<file path="src/rtl/mc_ctrl_pkg.sv">
// mc_ctrl_pkg
// Shared definitions for the multicycle MIPS control unit: state
// encodings, opcode and function-field values, ALU operation codes and
// the ALUSrcB / PCSrc selector codes.
// No ports; imported by alu_dec and mc_ctrl_fsm.
package mc_ctrl_pkg;

    typedef enum logic [3:0] {
        FETCH  = 4'd0,
        DECODE = 4'd1,
        MEMADR = 4'd2,
        MEMRD  = 4'd3,
        MEMWB  = 4'd4,
        MEMWR  = 4'd5,
        EXEC   = 4'd6,
        ALUWB  = 4'd7,
        BRANCH = 4'd8,
        IEXEC  = 4'd9,
        IWB    = 4'd10,
        JUMP   = 4'd11
    } state_e;

    localparam logic [5:0] OP_RTYPE = 6'h00;
    localparam logic [5:0] OP_J     = 6'h02;
    localparam logic [5:0] OP_BEQ   = 6'h04;
    localparam logic [5:0] OP_BNE   = 6'h05;
    localparam logic [5:0] OP_ADDI  = 6'h08;
    localparam logic [5:0] OP_SLTI  = 6'h0A;
    localparam logic [5:0] OP_ANDI  = 6'h0C;
    localparam logic [5:0] OP_ORI   = 6'h0D;
    localparam logic [5:0] OP_LW    = 6'h23;
    localparam logic [5:0] OP_SW    = 6'h2B;

    localparam logic [5:0] FN_ADD = 6'h20;
    localparam logic [5:0] FN_SUB = 6'h22;
    localparam logic [5:0] FN_AND = 6'h24;
    localparam logic [5:0] FN_OR  = 6'h25;
    localparam logic [5:0] FN_NOR = 6'h27;
    localparam logic [5:0] FN_SLT = 6'h2A;

    localparam logic [2:0] ALU_ADD = 3'd0;
    localparam logic [2:0] ALU_SUB = 3'd1;
    localparam logic [2:0] ALU_AND = 3'd2;
    localparam logic [2:0] ALU_OR  = 3'd3;
    localparam logic [2:0] ALU_SLT = 3'd4;
    localparam logic [2:0] ALU_NOR = 3'd5;

    localparam logic [1:0] SRCB_REG   = 2'b00;
    localparam logic [1:0] SRCB_FOUR  = 2'b01;
    localparam logic [1:0] SRCB_IMM   = 2'b10;
    localparam logic [1:0] SRCB_IMMSH = 2'b11;

    localparam logic [1:0] PCSRC_ALU    = 2'b00;
    localparam logic [1:0] PCSRC_ALUOUT = 2'b01;
    localparam logic [1:0] PCSRC_JUMP   = 2'b10;

endpackage

</file>
<file path="src/rtl/mc_ctrl_fsm_if.sv">
// mc_ctrl_fsm_if
// Bundle between the instruction register / datapath and the control unit.
// Parameters: ALUCTRL_W (ALUControl width), CNT_W (retire counter width).
// Modport master: the control unit (reads Op/Funct/MemReady, drives controls).
// Modport slave : the datapath side (drives Op/Funct/MemReady, reads controls).
interface mc_ctrl_fsm_if #(
    parameter int ALUCTRL_W = 3,
    parameter int CNT_W     = 16
);
    logic [5:0]           Op;
    logic [5:0]           Funct;
    logic                 MemReady;
    logic                 PCWrite;
    logic                 BranchEq;
    logic                 BranchNeq;
    logic                 IorD;
    logic                 MemWrite;
    logic                 IRWrite;
    logic                 RegDst;
    logic                 MemtoReg;
    logic                 RegWrite;
    logic                 ALUSrcA;
    logic [1:0]           ALUSrcB;
    logic [1:0]           PCSrc;
    logic [ALUCTRL_W-1:0] ALUControl;
    logic                 IllegalOp;
    logic                 Retire;
    logic [CNT_W-1:0]     RetireCnt;
    logic [3:0]           State;

    modport master (
        input  Op, Funct, MemReady,
        output PCWrite, BranchEq, BranchNeq, IorD, MemWrite, IRWrite,
               RegDst, MemtoReg, RegWrite, ALUSrcA, ALUSrcB, PCSrc,
               ALUControl, IllegalOp, Retire, RetireCnt, State
    );

    modport slave (
        output Op, Funct, MemReady,
        input  PCWrite, BranchEq, BranchNeq, IorD, MemWrite, IRWrite,
               RegDst, MemtoReg, RegWrite, ALUSrcA, ALUSrcB, PCSrc,
               ALUControl, IllegalOp, Retire, RetireCnt, State
    );
endinterface

</file>
<file path="src/rtl/mc_ctrl_fsm_alu_dec.sv">
// alu_dec
// Combinational ALU operation decoder shared by the EXEC and IEXEC states.
// R-type instructions decode Funct; immediate instructions decode Op.
// Ports: op, funct (in, 6 each); alu_op (out, 3-bit ALU code);
//        valid (out, low when the instruction has no ALU mapping).
module alu_dec
    import mc_ctrl_pkg::*;
(
    input  logic [5:0] op,
    input  logic [5:0] funct,
    output logic [2:0] alu_op,
    output logic       valid
);

    // An opcode of zero selects the function field; anything else is
    // treated as an immediate ALU opcode.
    always_comb begin
        alu_op = ALU_ADD;
        valid  = 1'b1;
        if (op == OP_RTYPE) begin
            case (funct)
                FN_ADD:  alu_op = ALU_ADD;
                FN_SUB:  alu_op = ALU_SUB;
                FN_AND:  alu_op = ALU_AND;
                FN_OR:   alu_op = ALU_OR;
                FN_SLT:  alu_op = ALU_SLT;
                FN_NOR:  alu_op = ALU_NOR;
                default: valid  = 1'b0;
            endcase
        end else begin
            case (op)
                OP_ADDI: alu_op = ALU_ADD;
                OP_ANDI: alu_op = ALU_AND;
                OP_ORI:  alu_op = ALU_OR;
                OP_SLTI: alu_op = ALU_SLT;
                default: valid  = 1'b0;
            endcase
        end
    end

endmodule

</file>
<file path="src/rtl/mc_ctrl_fsm.sv">
// mc_ctrl_fsm
// Multicycle MIPS control unit: Moore FSM over FETCH/DECODE and the
// per-class execute states, with illegal-instruction flagging and a
// retired-instruction counter.
// Ports: CLK (rising edge), CLR (async active-high reset),
//        bus (mc_ctrl_fsm_if.master: Op/Funct/MemReady in, controls out).
// Optional feature macro: MEM_WAIT_EN -- FETCH, MEMRD and MEMWR stall
// until MemReady is high; without it MemReady is ignored.
module mc_ctrl_fsm
    import mc_ctrl_pkg::*;
#(
    parameter int ALUCTRL_W = 3,
    parameter int CNT_W     = 16
) (
    input  logic          CLK,
    input  logic          CLR,
    mc_ctrl_fsm_if.master bus
);

    state_e           state_q, state_d;
    logic [CNT_W-1:0] cnt_q, cnt_d;
    logic             retire;
    logic             mem_ready;
    logic [2:0]       alu_op;
    logic             alu_valid;

`ifdef MEM_WAIT_EN
    assign mem_ready = bus.MemReady;
`else
    logic unused_mem_ready;
    assign unused_mem_ready = bus.MemReady;
    assign mem_ready        = 1'b1;
`endif

    alu_dec u_alu_dec (
        .op     (bus.Op),
        .funct  (bus.Funct),
        .alu_op (alu_op),
        .valid  (alu_valid)
    );

    // Next state and all control outputs. Everything is held at zero while
    // CLR is high so no strobe (not even the FETCH ones) leaks during reset.
    always_comb begin
        state_d        = state_q;
        retire         = 1'b0;
        bus.PCWrite    = 1'b0;
        bus.BranchEq   = 1'b0;
        bus.BranchNeq  = 1'b0;
        bus.IorD       = 1'b0;
        bus.MemWrite   = 1'b0;
        bus.IRWrite    = 1'b0;
        bus.RegDst     = 1'b0;
        bus.MemtoReg   = 1'b0;
        bus.RegWrite   = 1'b0;
        bus.ALUSrcA    = 1'b0;
        bus.ALUSrcB    = SRCB_REG;
        bus.PCSrc      = PCSRC_ALU;
        bus.ALUControl = ALUCTRL_W'(ALU_ADD);
        bus.IllegalOp  = 1'b0;
        if (!CLR) begin
            case (state_q)
                FETCH: begin
                    bus.IRWrite = mem_ready;
                    bus.PCWrite = mem_ready;
                    bus.ALUSrcB = SRCB_FOUR;
                    if (mem_ready) state_d = DECODE;
                end
                DECODE: begin
                    bus.ALUSrcB = SRCB_IMMSH;
                    case (bus.Op)
                        OP_LW, OP_SW:                     state_d = MEMADR;
                        OP_RTYPE:                         state_d = EXEC;
                        OP_BEQ, OP_BNE:                   state_d = BRANCH;
                        OP_ADDI, OP_ANDI, OP_ORI, OP_SLTI: state_d = IEXEC;
                        OP_J:                             state_d = JUMP;
                        default: begin
                            bus.IllegalOp = 1'b1;
                            state_d       = FETCH;
                        end
                    endcase
                end
                MEMADR: begin
                    bus.ALUSrcA = 1'b1;
                    bus.ALUSrcB = SRCB_IMM;
                    state_d     = (bus.Op == OP_LW) ? MEMRD : MEMWR;
                end
                MEMRD: begin
                    bus.IorD = 1'b1;
                    if (mem_ready) state_d = MEMWB;
                end
                MEMWB: begin
                    bus.MemtoReg = 1'b1;
                    bus.RegWrite = 1'b1;
                    retire       = 1'b1;
                    state_d      = FETCH;
                end
                MEMWR: begin
                    bus.IorD     = 1'b1;
                    bus.MemWrite = 1'b1;
                    retire       = mem_ready;
                    if (mem_ready) state_d = FETCH;
                end
                EXEC: begin
                    bus.ALUSrcA    = 1'b1;
                    bus.ALUControl = ALUCTRL_W'(alu_op);
                    if (alu_valid) begin
                        state_d = ALUWB;
                    end else begin
                        bus.IllegalOp = 1'b1;
                        state_d       = FETCH;
                    end
                end
                ALUWB: begin
                    bus.RegDst   = 1'b1;
                    bus.RegWrite = 1'b1;
                    retire       = 1'b1;
                    state_d      = FETCH;
                end
                BRANCH: begin
                    bus.ALUSrcA    = 1'b1;
                    bus.ALUControl = ALUCTRL_W'(ALU_SUB);
                    bus.PCSrc      = PCSRC_ALUOUT;
                    bus.BranchEq   = (bus.Op == OP_BEQ);
                    bus.BranchNeq  = (bus.Op == OP_BNE);
                    retire         = 1'b1;
                    state_d        = FETCH;
                end
                IEXEC: begin
                    bus.ALUSrcA    = 1'b1;
                    bus.ALUSrcB    = SRCB_IMM;
                    bus.ALUControl = ALUCTRL_W'(alu_op);
                    state_d        = IWB;
                end
                IWB: begin
                    bus.RegWrite = 1'b1;
                    retire       = 1'b1;
                    state_d      = FETCH;
                end
                JUMP: begin
                    bus.PCWrite = 1'b1;
                    bus.PCSrc   = PCSRC_JUMP;
                    retire      = 1'b1;
                    state_d     = FETCH;
                end
                default: state_d = FETCH;
            endcase
        end
    end

    assign cnt_d         = cnt_q + CNT_W'(retire);
    assign bus.Retire    = retire;
    assign bus.RetireCnt = cnt_q;
    assign bus.State     = state_q;

    // State and retire counter; an asynchronous CLR aborts any instruction
    // in flight and returns to FETCH.
    always_ff @(posedge CLK or posedge CLR) begin
        if (CLR) begin
            state_q <= FETCH;
            cnt_q   <= '0;
        end else begin
            state_q <= state_d;
            cnt_q   <= cnt_d;
        end
    end

endmodule

</file>
<file path="src/flat_wrapper.sv">
// flat-port wrapper written by rule: the top's interface ports become plain ports
module mc_ctrl_fsm_flat import mc_ctrl_pkg::*;
#(
    parameter int ALUCTRL_W = 3,
    parameter int CNT_W     = 16
)
  (CLK, CLR, bus_Op, bus_Funct, bus_MemReady, bus_PCWrite, bus_BranchEq, bus_BranchNeq, bus_IorD, bus_MemWrite, bus_IRWrite, bus_RegDst, bus_MemtoReg, bus_RegWrite, bus_ALUSrcA, bus_ALUSrcB, bus_PCSrc, bus_ALUControl, bus_IllegalOp, bus_Retire, bus_RetireCnt, bus_State);
  mc_ctrl_fsm_if #(.ALUCTRL_W(ALUCTRL_W), .CNT_W(CNT_W)) bus_i ();
  input  logic CLK;
  input  logic CLR;
  input wire logic [$bits(bus_i.Op)-1:0] bus_Op;
  input wire logic [$bits(bus_i.Funct)-1:0] bus_Funct;
  input wire logic [$bits(bus_i.MemReady)-1:0] bus_MemReady;
  output wire logic [$bits(bus_i.PCWrite)-1:0] bus_PCWrite;
  output wire logic [$bits(bus_i.BranchEq)-1:0] bus_BranchEq;
  output wire logic [$bits(bus_i.BranchNeq)-1:0] bus_BranchNeq;
  output wire logic [$bits(bus_i.IorD)-1:0] bus_IorD;
  output wire logic [$bits(bus_i.MemWrite)-1:0] bus_MemWrite;
  output wire logic [$bits(bus_i.IRWrite)-1:0] bus_IRWrite;
  output wire logic [$bits(bus_i.RegDst)-1:0] bus_RegDst;
  output wire logic [$bits(bus_i.MemtoReg)-1:0] bus_MemtoReg;
  output wire logic [$bits(bus_i.RegWrite)-1:0] bus_RegWrite;
  output wire logic [$bits(bus_i.ALUSrcA)-1:0] bus_ALUSrcA;
  output wire logic [$bits(bus_i.ALUSrcB)-1:0] bus_ALUSrcB;
  output wire logic [$bits(bus_i.PCSrc)-1:0] bus_PCSrc;
  output wire logic [$bits(bus_i.ALUControl)-1:0] bus_ALUControl;
  output wire logic [$bits(bus_i.IllegalOp)-1:0] bus_IllegalOp;
  output wire logic [$bits(bus_i.Retire)-1:0] bus_Retire;
  output wire logic [$bits(bus_i.RetireCnt)-1:0] bus_RetireCnt;
  output wire logic [$bits(bus_i.State)-1:0] bus_State;
  assign bus_i.Op = bus_Op;
  assign bus_i.Funct = bus_Funct;
  assign bus_i.MemReady = bus_MemReady;
  assign bus_PCWrite = bus_i.PCWrite;
  assign bus_BranchEq = bus_i.BranchEq;
  assign bus_BranchNeq = bus_i.BranchNeq;
  assign bus_IorD = bus_i.IorD;
  assign bus_MemWrite = bus_i.MemWrite;
  assign bus_IRWrite = bus_i.IRWrite;
  assign bus_RegDst = bus_i.RegDst;
  assign bus_MemtoReg = bus_i.MemtoReg;
  assign bus_RegWrite = bus_i.RegWrite;
  assign bus_ALUSrcA = bus_i.ALUSrcA;
  assign bus_ALUSrcB = bus_i.ALUSrcB;
  assign bus_PCSrc = bus_i.PCSrc;
  assign bus_ALUControl = bus_i.ALUControl;
  assign bus_IllegalOp = bus_i.IllegalOp;
  assign bus_Retire = bus_i.Retire;
  assign bus_RetireCnt = bus_i.RetireCnt;
  assign bus_State = bus_i.State;
  mc_ctrl_fsm #(.ALUCTRL_W(ALUCTRL_W), .CNT_W(CNT_W)) u_core (.CLK(CLK), .CLR(CLR), .bus(bus_i));
endmodule
</file>
<file path="config.mk">
export PLATFORM = sky130hd
export DESIGN_NAME = mc_ctrl_fsm_flat
export DESIGN_NICKNAME = d
export VERILOG_FILES = /design/src/rtl/mc_ctrl_pkg.sv /design/src/rtl/mc_ctrl_fsm_if.sv /design/src/rtl/mc_ctrl_fsm_alu_dec.sv /design/src/rtl/mc_ctrl_fsm.sv /design/src/flat_wrapper.sv
export SDC_FILE = /design/constraint.sdc
export NUM_CORES = 1
export LEC_CHECK = 0
export CORE_MARGIN = 5
export CORE_UTILIZATION = 44
export DETAILED_ROUTE_END_ITERATION = 8
export PLACE_DENSITY = 0.84
export SYNTH_ARGS = -nofsm -noshare
export SYNTH_HDL_FRONTEND = slang
export SYNTH_SLANG_ARGS = --single-unit
</file>
<file path="constraint.sdc">
create_clock -name CLK -period 2.11 [get_ports CLK]
set_input_delay 0.211 -clock CLK [delete_from_list [all_inputs] [get_ports CLK]]
set_output_delay 0.211 -clock CLK [all_outputs]
set_load 0.005 [all_outputs]
</file>
==> metrics.txt, run 1 <==
layout cells sized above 1=0.2930; critical path class=flop to flop; # clock sinks=20; Worst path max stage delay=470 ps; Die H=66.41 um; IO Pins=54; largest net degree at the start of global routing=24; GRT overflow=0; Worst-path clk slew=110 ps; Post-synth EDFFs=0; count leader, synth=nor2_1; initial antenna violation count=0; post-synth net total=181; # setup viols final=0; Max Slew Vio Count=0; post-synth top area cell=dfrtp_1; Crit Path Max Fanout=5; Power Total=0.001333 W; clk buf depth=2; CP Capture Type=flop; antenna cells=0; final RePlAce weighted congestion=0.8841; Die Wd=66.41 um; CP Launch Type=flop; Req. time, crit path=2330 ps; average size of a mapped cell=8.537 sq um; Post-CTS Hold Buffers=0; Crit-path slowest cell=dfrtp_2; WP data arrival=2290 ps; Max Clock Skew=4.810 ps; drc violations=0; Max Freq=484.3 MHz; placed instance count=283; cell area after synthesis=1400 sq um; H-tree Lvls=1; min Tclk post-route=2065 ps; period utilization=0.9786; Final Non-Filler Cells=300; initial drt markers=69; worst path buffer plus inverter count=2; LEAKAGE=1.112 nW; Syn Inst Count=164; asr flop ratio synth=1.000; final wirelength=4.649 mm; GRT Resource Usage Total=0.2151; Seq/Total Area, Yosys=0.3575; Site Rows=20; Inserted Clock Buffers=3; Post-synth top flop=dfrtp_1; CTS tree=done; area delta synth->final=73.01%; synth top area cells=dfrtp_1 (36%), xnor2_1 (6.9%), nor2_1 (5.6%), nand3_1 (4.3%), nand2b_1 (2.7%); Synth top area share=0.3575; HP Class=flop to flop; Routed wire per std cell=15.50 um; worst-path cell chain=buf_4 -> o21a_1 -> nor3_2 -> buf_4 -> ha_2 -> and4_4 -> nand4_1 -> xnor2_1; Warnings, synthesis=0; synth unique cells=45; drt pass-1 iters=4; first-pass GRT wire length=7.300 mm; slew margin rel.=0.7693; detailed placement HPWL=3.118 mm; Post-DRT Antenna Nets=0; vias in the first global route=1609; pwr/cell area=550.5 nW/um^2; core area=3053 sq um; Initial Util=0.4586; Worst-Margin Slew=342.9 ps; FILL cells=199; MaxCap Viol Count=0; die area=4410 sq um; Peak VDD IR=0.0005826 V; status=complete, no violations; most used cell, CP=buf_4; family with the most delay on the worst path=simple AND/OR/NAND/NOR gates; leading cell types by count after synthesis=nor2_1 (21), dfrtp_1 (20), nand3_1 (12); detailed-route via count=1640; final hold viol count=0; vias per cell=5.467; Yosys reg bits=20; final net count=274; clock latency on the worst-skew pair=320 ps; root buf cell=clkbuf_4; IO Port Bufs=52
## layout by cell type (no fill, tap or decap), types with 5 or more instances in the layout
cell             instances
dlygate4sd2_1            6
dfrtp_1                 18
dlymetal6s2s_1           6
nand2_1                  8
nor2_1                  15
clkdlybuf4s50_1         37
buf_4                   45
nand3_1                 11
nor3_1                   5
a21oi_1                  7
xnor2_1                 11
## layer usage
metal	wire, um	vias to the layer above	track usage
li1	-	781	-
met1	1963	792	0.2767
met2	2402	63	0.3755
met3	249	4	0.03401
met4	34	0	0.04822
met5	0	-	0
## what timing repair did
item | 4_1_cts | 5_1_grt
setup endpoints to repair | 18 | 19
buffers inserted | 9 | 4
pin swaps | 7 | 6
resized for setup | 24 | 22
gates cloned | 0 | 0
## worst reg2reg max path, cell delays in order (launching register included)
cell and delay (ps):
dfrtp_2 470, buf_4 170, o21a_1 190, nor3_2 230, buf_4 150, ha_2 230
and4_4 270, nand4_1 120, xnor2_1 140
## registers in the layout (all words and copies together) (netlist names)
| name | cells |
|---|---|
| u_core.bus.RetireCnt | 16 |
| u_core.bus.State | 4 |
## logic make-up (layout without fill, tap and decap cells)
group	Yosys count	count (layout)	synth area share
fa+ha+maj	2	2	0.01787
compound gates	34	34	0.1698
buf+inv	13	105	0.04289
xor+xnor	15	15	0.09383
flops	20	20	0.3575
mux	1	1	0.008042
simple gates	79	79	0.3101
## report_power, final
part           switching, W  internal, W  total, W
registers         0.0000760     0.000439  0.000515
clock network      0.000127     0.000192  0.000320
logic              0.000204     0.000295  0.000499
total              0.000407     0.000927   0.00133
## per-stage QoR
step	setup WS (ps)	util	setup TNS [ps]	hold WS, ps	cell area (sq um)
after CTS	-85.32	0.7660	-85.32	489.5	2338
after floorplan	72.03	-	0	216.4	1400
after detailed placement	-220.6	0.7111	-919.4	471.7	2171
final	45.15	0.7934	0	488.3	2422
after global routing	-40.78	0.7934	-197.4	522.6	2422
after global placement	-204.4	0.7111	-745.8	458.5	2171
## worst paths after layout
check	endpoint	from	cells past startpoint	slack [ps]
max	u_core.bus.RetireCnt[13]	u_core.bus.State[2]	8	50
min	u_core.bus.RetireCnt[15]	u_core.bus.RetireCnt[15]	1	490
max reg2reg	u_core.bus.RetireCnt[13]	u_core.bus.State[2]	8	50
min reg2reg	u_core.bus.RetireCnt[15]	u_core.bus.RetireCnt[15]	1	490
max in group asynchronous	u_core.bus.State[2]	CLR	4	1300
min in group asynchronous	u_core.bus.State[3]	CLR	4	560
## area by class of cell
type	instances	area, sq um	share of cell area
flip-flops and latches	20	503.0	0.2076
repair buffers	97	855.8	0.3533
clock inverters	1	30.03	0.01240
multi-input cells	131	940.9	0.3884
well taps	44	55.05	0.02273
inverters	4	15.01	0.006198
clock buffers	3	22.52	0.009298
(Power assumes the default switching activity.)
==> run 2: changes to the inputs <==
Settings changed: GPL_ROUTABILITY_DRIVEN set to 0, RECOVER_POWER set to 25, SKIP_CTS_REPAIR_TIMING set to 1.
==> metrics.txt, run 2 (synthesized netlist as in run 1, its figures left out) <==
min Tclk post-route=2128 ps; antenna cells=0; CTS tree=done; commonest non-fill, non-tap cell in the layout=buf_4; CP Capture Type=output pin; WP data arrival=1920 ps; period utilization=1.008; CP Launch Type=primary input; IO Port Bufs=52; GRT Resource Usage Total=0.1873; largest net degree at the start of global routing=24; Post-DRT Antenna Nets=0; Peak VDD IR=0.0005115 V; Register Area=503.0 sq um; drt pass-1 iters=4; Crit Path Max Fanout=3; Initial Util=0.4586; Die Wd=66.41 um; Routed wire per std cell=15.52 um; first-pass GRT wire length=6.417 mm; Max Freq=470.0 MHz; RSZ-0062 raised after global routing=yes; critical path class=primary input to output pin; pwr/cell area=542.2 nW/um^2; Multi-input gate area=945.9 sq um; Site Rows=20; vias per cell=5.395; GRT overflow=0; Worst-Margin Slew=320.4 ps; FILL cells=196; Max Slew Vio Count=0; layout cells sized above 1=0.2640; clk buf depth=2; HP Class=flop to flop; reg2reg path depth=7; detailed-route via count=1586; detailed placement HPWL=3.118 mm; slew margin rel.=0.7844; LEAKAGE=1.237 nW; status=complete, but fails checks; drc violations=0; Max Clock Skew=3.037 ps; H-tree Lvls=1; final net count=268; failing checks=setup timing; root buf cell=clkbuf_4; Inserted Clock Buffers=3; # setup viols final=2; core area=3053 sq um; Die H=66.41 um; most frequent cells in the layout=buf_4 (38), clkdlybuf4s50_1 (35), dfrtp_1 (18); setup slack at placement=-220.6 ps; final hold viol count=0; initial drt markers=51; die area=4410 sq um; clock latency on the worst-skew pair=320 ps; number of flip-flops in the largest register=16; IO Pins=54; Req. time, crit path=1900 ps; vias in the first global route=1445; area delta synth->final=72.92%; Worst-path clk slew=110 ps; # clock sinks=20; worst setup margin=-17.87 ps; MaxCap Viol Count=0; final wirelength=4.563 mm; initial antenna violation count=0; hold path cells=1; worst hold slack=487.8 ps
## run 2: cell types whose count changed in the layout (fill, tap and decap cells not counted), sizes merged, moves of 2 or more
| cell | previous run | this run |
|---|---|---|
| buf | 45 | 38 |
| dlygate4sd2 | 6 | 0 |
| clkdlybuf4s50 | 37 | 35 |
| dlymetal6s2s | 6 | 16 |
## run 2: per-stage QoR
stage	utilization	TNS (ps)	power, W	std cells	area, sq um
6_report	0.7930	-25.81	0.001313	294	2421
4_1_cts	0.7283	-2357	0.001274	287	2223
5_1_grt	0.7930	-298.5	0.001387	294	2421
3_3_place_gp	0.7111	-745.8	0.0009461	283	2171
2_1_floorplan	-	0	0.0006707	164	1400
3_5_place_dp	0.7111	-919.4	0.0009530	283	2171
## run 2: layout make-up
type	instances	share of cell area
multi-input cells	131	0.3907
repair buffers	91	0.3509
flip-flops and latches	20	0.2078
well taps	44	0.02274
clock inverters	1	0.01240
clock buffers	3	0.009302
inverters	4	0.006202
## run 2: path summary, 6_finish.rpt
| path | end | from | slack [ps] |
|---|---|---|---|
| setup reg to reg | u_core.bus.RetireCnt[13] | u_core.bus.State[0] | 140 |
| max in group asynchronous | u_core.bus.State[1] | CLR | 1140 |
| min in group asynchronous | u_core.bus.RetireCnt[7] | CLR | 740 |
| setup / recovery | bus_IllegalOp | bus_Op[3] | -20 |
| hold reg to reg | u_core.bus.RetireCnt[15] | u_core.bus.RetireCnt[15] | 490 |
| hold / removal | u_core.bus.RetireCnt[15] | u_core.bus.RetireCnt[15] | 490 |
## run 2: per-layer routing
layer	global-route usage	vias up	share of wire
met4	0.05330	0	0.016
met1	0.2545	743	0.43
met5	0	-	0
met3	0.03401	8	0.058
met2	0.3024	68	0.50
li1	-	767	-
## run 2: power breakdown
part	total [W]	switching, W	internal, W
registers	0.000508	0.0000692	0.000439
logic	0.000486	0.000200	0.000286
clock network	0.000319	0.000126	0.000192
total	0.00131	0.000395	0.000918
## run 2: worst max-delay path, cell delays in order
cell and delay, ps:
clkdlybuf4s50_1 420, or3_4 410, buf_4 150, nor4_4 250
a32oi_1 150, nand2_1 100, a21oi_1 70, dlymetal6s2s_1 160
==> run 3: changes to the inputs <==
Settings changed: CAP_MARGIN set to 25, CORE_MARGIN 5 to unset.
==> metrics.txt, run 3 (synthesized netlist as in run 1, its figures left out) <==
initial drt markers=101; worst setup margin=-215.3 ps; initial antenna violation count=0; CP Capture Type=output pin; min Tclk post-route=2325 ps; WP data arrival=2110 ps; final wirelength=4.602 mm; HP Class=flop to flop; setup_tns=-397.8 ps; MaxCap Viol Count=0; drt pass-1 iters=5; drc violations=0; Max Clock Skew=1.204 ps; most frequent cells in the layout=clkdlybuf4s50_1 (39), buf_4 (39), nor2_1 (18), dfrtp_1 (18), dlymetal6s2s_1 (13); Die Wd=58.41 um; Site Rows=20; final hold viol count=0; combinational share of power=0.370; core area=3028 sq um; clock share of power=0.242; Peak VDD IR=0.0006613 V; CTS tree=done; Max Slew Vio Count=0; LEAKAGE=1.161 nW; antenna cells=0; fin util=0.7860; Worst-Margin Slew=1176 ps; Routed wire per std cell=15.60 um; Worst path max stage delay=520 ps; layout cells sized above 1=0.2550; # clock sinks=20; Sequential Power Share=0.387; detailed-route via count=1669; Die H=58.41 um; internal power=0.0009130 W; Post-DRT Antenna Nets=0; Req. time, crit path=1900 ps; largest net degree at the start of global routing=24; Initial Util=0.4624; Final Non-Filler Cells=295; Inserted Clock Buffers=3; Worst-path clk slew=110 ps; placed instance count=287; root buf cell=clkbuf_4; clock latency on the worst-skew pair=310 ps; first-pass GRT wire length=6.851 mm; critical path class=flop to output pin; Net Sw Frac=0.3016; FILL cells=198; Switching Power=0.0003942 W; area delta synth->final=69.97%; detailed placement HPWL=3.389 mm; IO Port Bufs=52; clk buf depth=2; Max Freq=430.1 MHz; failing checks=setup timing; die area=3412 sq um; final net count=269; RSZ-0062 raised after global routing=yes; vias in the first global route=1451; # setup viols final=4; number of flip-flops in the largest register=16; GRT Resource Usage Total=0.2606; period utilization=1.102; IO Pins=54; worst-path cell chain=buf_4 -> nor2b_1 -> a21oi_1 -> or2_1 -> nor3_1 -> clkdlybuf4s50_1; CP Launch Type=flop; vias per cell=5.658; slew margin rel.=0.2159; Crit-path slowest cell=clkdlybuf4s50_1; H-tree Lvls=1; GRT overflow=0; Crit Path Max Fanout=9; pwr/cell area=549.3 nW/um^2; status=complete, but fails checks
## run 3: cell types whose count changed in the layout (fill, tap and decap cells not counted), sizes merged
cell,before,now
clkdlybuf4s50,35,39
buf,38,39
dlymetal6s2s,16,13
dlygate4sd3,1,0
## run 3: worst paths after layout
check,slack (ps),startpoint,cells after the start,endpoint
min in group asynchronous,880,CLR,4,u_core.bus.State[3]
min,480,u_core.bus.RetireCnt[15],1,u_core.bus.RetireCnt[15]
max in group asynchronous,450,CLR,4,u_core.bus.State[2]
max reg2reg,120,u_core.bus.State[0],8,u_core.bus.RetireCnt[10]
min reg2reg,480,u_core.bus.RetireCnt[15],1,u_core.bus.RetireCnt[15]
max,-220,u_core.bus.State[3],6,bus_ALUControl[2]
## run 3: worst max-delay path: cells and delay by family, from the launching register on
kind / cells / cell delay, ps
buffers and inverters: 2 / 710
AOI/OAI and AO/OA: 1 / 100
DFF: 1 / 400
and+or+nand+nor: 3 / 600
## run 3: routing by layer
metal	wire length, um	share of wire	global-route usage
met2	2349	0.51	0.4286
met4	48	0.010	0.05782
met1	1875	0.41	0.3653
met3	328	0.071	0.03956
met5	0	0	0
## run 3: layout make-up
class	instances	area, sq um	area share
well taps	44	55.05	0.02313
inverters	4	15.01	0.006309
repair buffers	92	849.6	0.3570
clock buffers	3	22.52	0.009464
flip-flops and latches	20	503.0	0.2114
clock inverters	1	30.03	0.01262
multi-input cells	131	904.6	0.3801
## run 3: power by group through the flow
| stage | clock (W) | combinational, W | sequential, W |
|---|---|---|---|
| 3_3_place_gp | 0 | 0.000438 | 0.000503 |
| 3_5_place_dp | 0 | 0.000455 | 0.000510 |
| 6_report | 0.000317 | 0.000484 | 0.000506 |
| 5_1_grt | 0.000336 | 0.000518 | 0.000517 |
| 4_1_cts | 0.000321 | 0.000460 | 0.000505 |
| 2_1_floorplan | 0 | 0.000166 | 0.000505 |
## run 3: stage by stage
stage               instance area (sq um)  worst slack (ps)  hold slack (ps)  power [W]
global route                         2380            -294.7            509.8   0.001371
CTS                                  2253            -297.3            482.7   0.001286
floorplan                            1400             72.03            216.4  0.0006707
detailed placement                   2201            -294.1            466.6  0.0009652
global placement                     2201            -219.6            458.4  0.0009413
finish                               2380            -215.3            480.0   0.001307
